<file path="src/rtl/mux4_rr_arbiter.sv">
// Round-robin arbiter for a shared 4:1 bit-mux channel: registered one-hot grant,
// mux select and valid, with each tenure bounded to MAX_HOLD cycles.
module mux4_rr_arbiter #(
  parameter int unsigned MAX_HOLD = 8
) (
  input  logic       clk,
  input  logic       rst,
  input  logic [3:0] req,
  input  logic [3:0] din,
  output logic [3:0] gnt,
  output logic [1:0] sel,
  output logic       valid,
  output logic       dout
);

  localparam int unsigned CNT_W = (MAX_HOLD > 1) ? $clog2(MAX_HOLD) : 1;
  localparam logic [CNT_W-1:0] CNT_LAST = CNT_W'(MAX_HOLD - 1);

  typedef enum logic {IDLE, BUSY} state_t;

  state_t           state_q, state_d;
  logic [CNT_W-1:0] hold_cnt, hold_cnt_d;
  logic [1:0]       last_q, last_d;
  logic [3:0]       gnt_d;
  logic [1:0]       sel_d;
  logic             valid_d;

  logic             win_found;
  logic [1:0]       win_idx;
  logic [1:0]       cand;
  logic             grant_new;

  // Round-robin pick: search starts just after the last owner and wraps to it.
  always_comb begin
    win_found = 1'b0;
    win_idx   = last_q;
    cand      = last_q;
    for (int i = 1; i <= 4; i++) begin
      cand = last_q + 2'(i);
      if (!win_found && req[cand]) begin
        win_found = 1'b1;
        win_idx   = cand;
      end
    end
  end

  always_ff @(posedge clk) begin
    if (rst) begin
      state_q  <= IDLE;
      gnt      <= 4'b0000;
      sel      <= 2'd0;
      valid    <= 1'b0;
      hold_cnt <= '0;
      last_q   <= 2'd3;
    end else begin
      state_q  <= state_d;
      gnt      <= gnt_d;
      sel      <= sel_d;
      valid    <= valid_d;
      hold_cnt <= hold_cnt_d;
      last_q   <= last_d;
    end
  end

  always_comb begin
    state_d    = state_q;
    gnt_d      = gnt;
    sel_d      = sel;
    valid_d    = valid;
    hold_cnt_d = hold_cnt;
    last_d     = last_q;
    grant_new  = 1'b0;

    case (state_q)
      IDLE: begin
        if (|req) grant_new = 1'b1;
      end
      BUSY: begin
        // Tenure ends on owner drop or timeout; any pending request is served at the same edge.
        if (!req[sel] || (hold_cnt == CNT_LAST)) begin
          if (|req) begin
            grant_new = 1'b1;
          end else begin
            state_d    = IDLE;
            gnt_d      = 4'b0000;
            valid_d    = 1'b0;
            hold_cnt_d = '0;
          end
        end else begin
          hold_cnt_d = hold_cnt + CNT_W'(1);
        end
      end
      default: state_d = IDLE;
    endcase

    if (grant_new) begin
      state_d    = BUSY;
      gnt_d      = 4'b0001 << win_idx;
      sel_d      = win_idx;
      valid_d    = 1'b1;
      hold_cnt_d = '0;
      last_d     = win_idx;
    end
  end

  assign dout = valid & din[sel];

endmodule

</file>
<file path="config.mk">
export PLATFORM = sky130hd
export DESIGN_NAME = mux4_rr_arbiter
export DESIGN_NICKNAME = d
export VERILOG_FILES = /design/src/rtl/mux4_rr_arbiter.sv
export SDC_FILE = /design/constraint.sdc
export NUM_CORES = 1
export LEC_CHECK = 0
export CAP_MARGIN = 20
export CORE_MARGIN = 2
export CORE_UTILIZATION = 42
export CTS_CLUSTER_DIAMETER = 200
export CTS_CLUSTER_SIZE = 24
export DETAILED_ROUTE_END_ITERATION = 6
export HOLD_SLACK_MARGIN = 0.06
export PLACE_DENSITY = 0.84
export REMOVE_ABC_BUFFERS = 1
export SLEW_MARGIN = 25
export SYNTH_ARGS = -nofsm -noshare
export SYNTH_HDL_FRONTEND = slang
export SYNTH_SLANG_ARGS = --single-unit
</file>
<file path="constraint.sdc">
create_clock -name clk -period 1.6 [get_ports clk]
set_input_delay 0.24 -clock clk [delete_from_list [all_inputs] [get_ports clk]]
set_output_delay 0.24 -clock clk [all_outputs]
set_load 0.01 [all_outputs]
</file>
==> impl_metrics.tcl <==
set metrics [dict create \
    min_from "gnt[0]$_SDFFE_PP0P_" \
    synth.cells.most_frequent "13 x dfxtp_1, 6 x inv_1, 5 x nor2_1, 5 x nor3_1, 4 x a21oi_1" \
    syn_avg_cell_area_um2 9.94 \
    floorplan.core_area_mm2 0.00154 \
    worstSkewPairLatency_ns 0.28 \
    synth-async-reset-ratio_pct 0 \
    rr_endpoint "hold_cnt[0]$_SDFFE_PP0P_" \
    cells_after_dpl 118 \
    synth.yosys.warnings 0 \
    placed_inst_area_mm2 0.00100 \
    grt_setup_unrepaired "true" \
    worst_ep_arrival_time_ns 1.90 \
    final_net_count 122 \
    std_cell_rows 14 \
    critical_path_peak_fanout 6 \
    dominantRegCellSynth "dfxtp_1" \
    regToRegSetupSlack_ns -0.11 \
    hold_path.class "reg -> reg" \
    dieWidth_um 45.0 \
    drt_iter0_markers 8 \
    critPathMostFrequentCell "ha_4" \
    post_drt_via_cell_ratio 5.60 \
    maxSlewHeadroom_pct 65.0 \
    postSynthCellCount 71 \
    antenna_cells_inserted 0 \
    buffer_ports.inserted 17 \
    final_slew_viol_count 0 \
    grt_overflow_total 0 \
    timing.hold.worst_path_depth 2 \
    syn_to_final_growth_pct 69.1 \
    synthDominantCellAreaShare_pct 36.9 \
    dominant_cells_by_area_after_synthesis "dfxtp_1 37%, o32ai_2 4.6%, a2111oi_2 4.3%" \
    crit_path_setup_slack_layout_ns -0.114 \
    final.period_utilization_pct 107 \
    track_usage_pct 21.6 \
    drt-pass1-iter-count 2 \
    clock-skew-final_ns 0.00378 \
    crit_slowest_cell "or3b_4" \
    post-route-min-period_ns 1.71 \
    cts_max_path_buffers 2 \
    worst_ep_required_time_ns 1.79 \
    clkSinkCount 13 \
    synth_cell_type_count 30 \
    worstSetupStartpointType "flop" \
    synth-edff-count 0 \
    gp_congestion 0.812 \
    cts-buffers-inserted 3 \
    max_freq_ghz 0.583 \
    rr_worst_depth 5 \
    p_leak_uw 0.000430 \
    wl_per_cell_um 15.0 \
    total_i_o_pin_count 18 \
    setup_viol_count_final 13 \
    finish.utilization_pct 77.4 \
    vias_after_detailed_routing 700 \
    drive_above_1_share_pct 44.0 \
    worstPathCellList "ha_4, ha_4, or3b_4, o221a_4, a2111oi_4" \
    htree_num_levels 1 \
    first_global_vias 713 \
    floorplan.initialDensity_pct 45.8 \
    final_antenna_net_count 0 \
    final_cell_area_mm2 0.00119 \
    yosysMostFrequentCell "dfxtp_1" \
    r2r_start "hold_cnt[1]$_SDFFE_PP0P_" \
    max_cap_viol_count 0 \
    ys_seq_elements 13 \
    die-area_mm2 0.00202 \
    power-per-cell-area_mw_per_mm2 906 \
    yosysSeqAreaShare_pct 36.9 \
    route.detailed.drc 0 \
    failed_checks "setup timing" \
    die_height_um 45.0 \
    final_setup_tns_ns -0.913 \
    clk_transition_reported_paths_ns 0.08 \
    number_of_non_filler_instances_in_the_completed_layout 125 \
    category_of_the_worst_setup_path_capture_point "flop" \
    grt_antenna_before_repair 0 \
    cts_hold_buf 0 \
    run_status "complete, but fails checks" \
    tritoncts "done" \
    syn_area_um2 706 \
    wire_length_of_the_first_global_routing_pass_um 3080 \
    irDropWorstVdd_v 0.000505 \
    postRouteWirelength_um 1880 \
    post-dp-hpwl_um 1410 \
    measured_slew_at_the_worst_slew_check_pin_ns 0.524 \
    holdPathEnd "gnt[0]$_SDFFE_PP0P_" \
    grt_start_max_net_pins 8 \
    timing.final.hold_violations 0 \
    totalPowerFinal_uw 1080 \
    worst-setup-path-type "reg -> reg" \
    post-synth-top-area-cell "dfxtp_1" \
    timing.critical_path.slowest_cell_delay_ns 0.41 \
    cts-root-buf "clkbuf_4" \
]
where the power goes:
part           leakage, µW  switching, µW  internal [µW]
logic             0.000306            213            264
registers         0.000109           29.8            364
clock network    0.0000150            113           97.0
total             0.000430            356            725
per-stage QoR:
stage	setup slack [ns]	hold WS (ns)
finish	-0.114	0.454
floorplan	-0.0730	0.309
detailed placement	-0.358	0.448
CTS	-0.151	0.461
global route	-0.159	0.474
global placement	-0.353	0.439
cell usage in the layout, fill, tap and decap left out, types with 2 or more instances in the layout:
cell / instances
nor3_1: 3
dfxtp_1: 9
nor2_1: 5
clkdlybuf4s50_1: 16
a21oi_1: 3
o2bb2ai_1: 2
buf_4: 15
inv_1: 6
nand2b_1: 2
nor3_2: 2
ha_4: 2
o32ai_2: 2
dfxtp_2: 4
o21ai_0: 2
a22oi_2: 2
nor2b_1: 3
clkbuf_4: 3
nand2_1: 2
buf_6: 4
critical path: cells and delay by family (launching register included):
kind | cells | cell delay, ns
simple gates | 1 | 0.41
compound gates | 2 | 0.55
flops | 1 | 0.34
fa+ha+maj | 2 | 0.31
state kept, by name, indices dropped and copies added (netlist names):
signal / count
sel: 2
hold_cnt: 3
valid: 1
state_q: 1
gnt: 4
last_q: 2
area by class of cell:
type	count	area, µm²
inverters	6	22.5
well taps	16	20.0
multi-input cells	51	542
flip-flops and latches	13	265
fillers	109	348
clock buffers	4	26.3
repair buffers	35	318
how the worst max path moves through the flow:
stage                              from                        to  slack, ns  cells past startpoint
2_1_floorplan  hold_cnt[0]$_SDFFE_PP0P_  hold_cnt[0]$_SDFFE_PP0P_      -0.07                      5
3_3_place_gp                     din[3]                      dout      -0.35                      4
3_5_place_dp                     din[3]                      dout      -0.36                      4
4_1_cts        hold_cnt[0]$_SDFFE_PP0P_  hold_cnt[0]$_SDFFE_PP0P_      -0.15                      5
5_1_grt        hold_cnt[1]$_SDFFE_PP0P_       gnt[0]$_SDFFE_PP0P_      -0.16                      7
6_report       hold_cnt[1]$_SDFFE_PP0P_  hold_cnt[0]$_SDFFE_PP0P_      -0.11                      5
logic make-up after synthesis:
family | count (synthesis) | share of synthesized area [%]
compound gates | 22 | 30.1
flops | 13 | 36.9
mux | 3 | 6.03
fa+ha+maj | 2 | 3.55
simple gates | 24 | 19.7
buf+inv | 7 | 3.72
routing by layer:
layer  vias up  wire [µm]  track usage [%]
li1        348          -                -
met1       334        704             21.0
met2        12       1060             41.1
met3         6         77             6.80
met4         0         34             8.82
met5         -          0                0
timing repair:
action,in CTS,in global routing
endpoints found under the setup margin,13,14
pin swaps,4,7
gates resized for setup,18,14
buffers inserted,2,2
No activity file was read; power rests on OpenSTA's default activity.
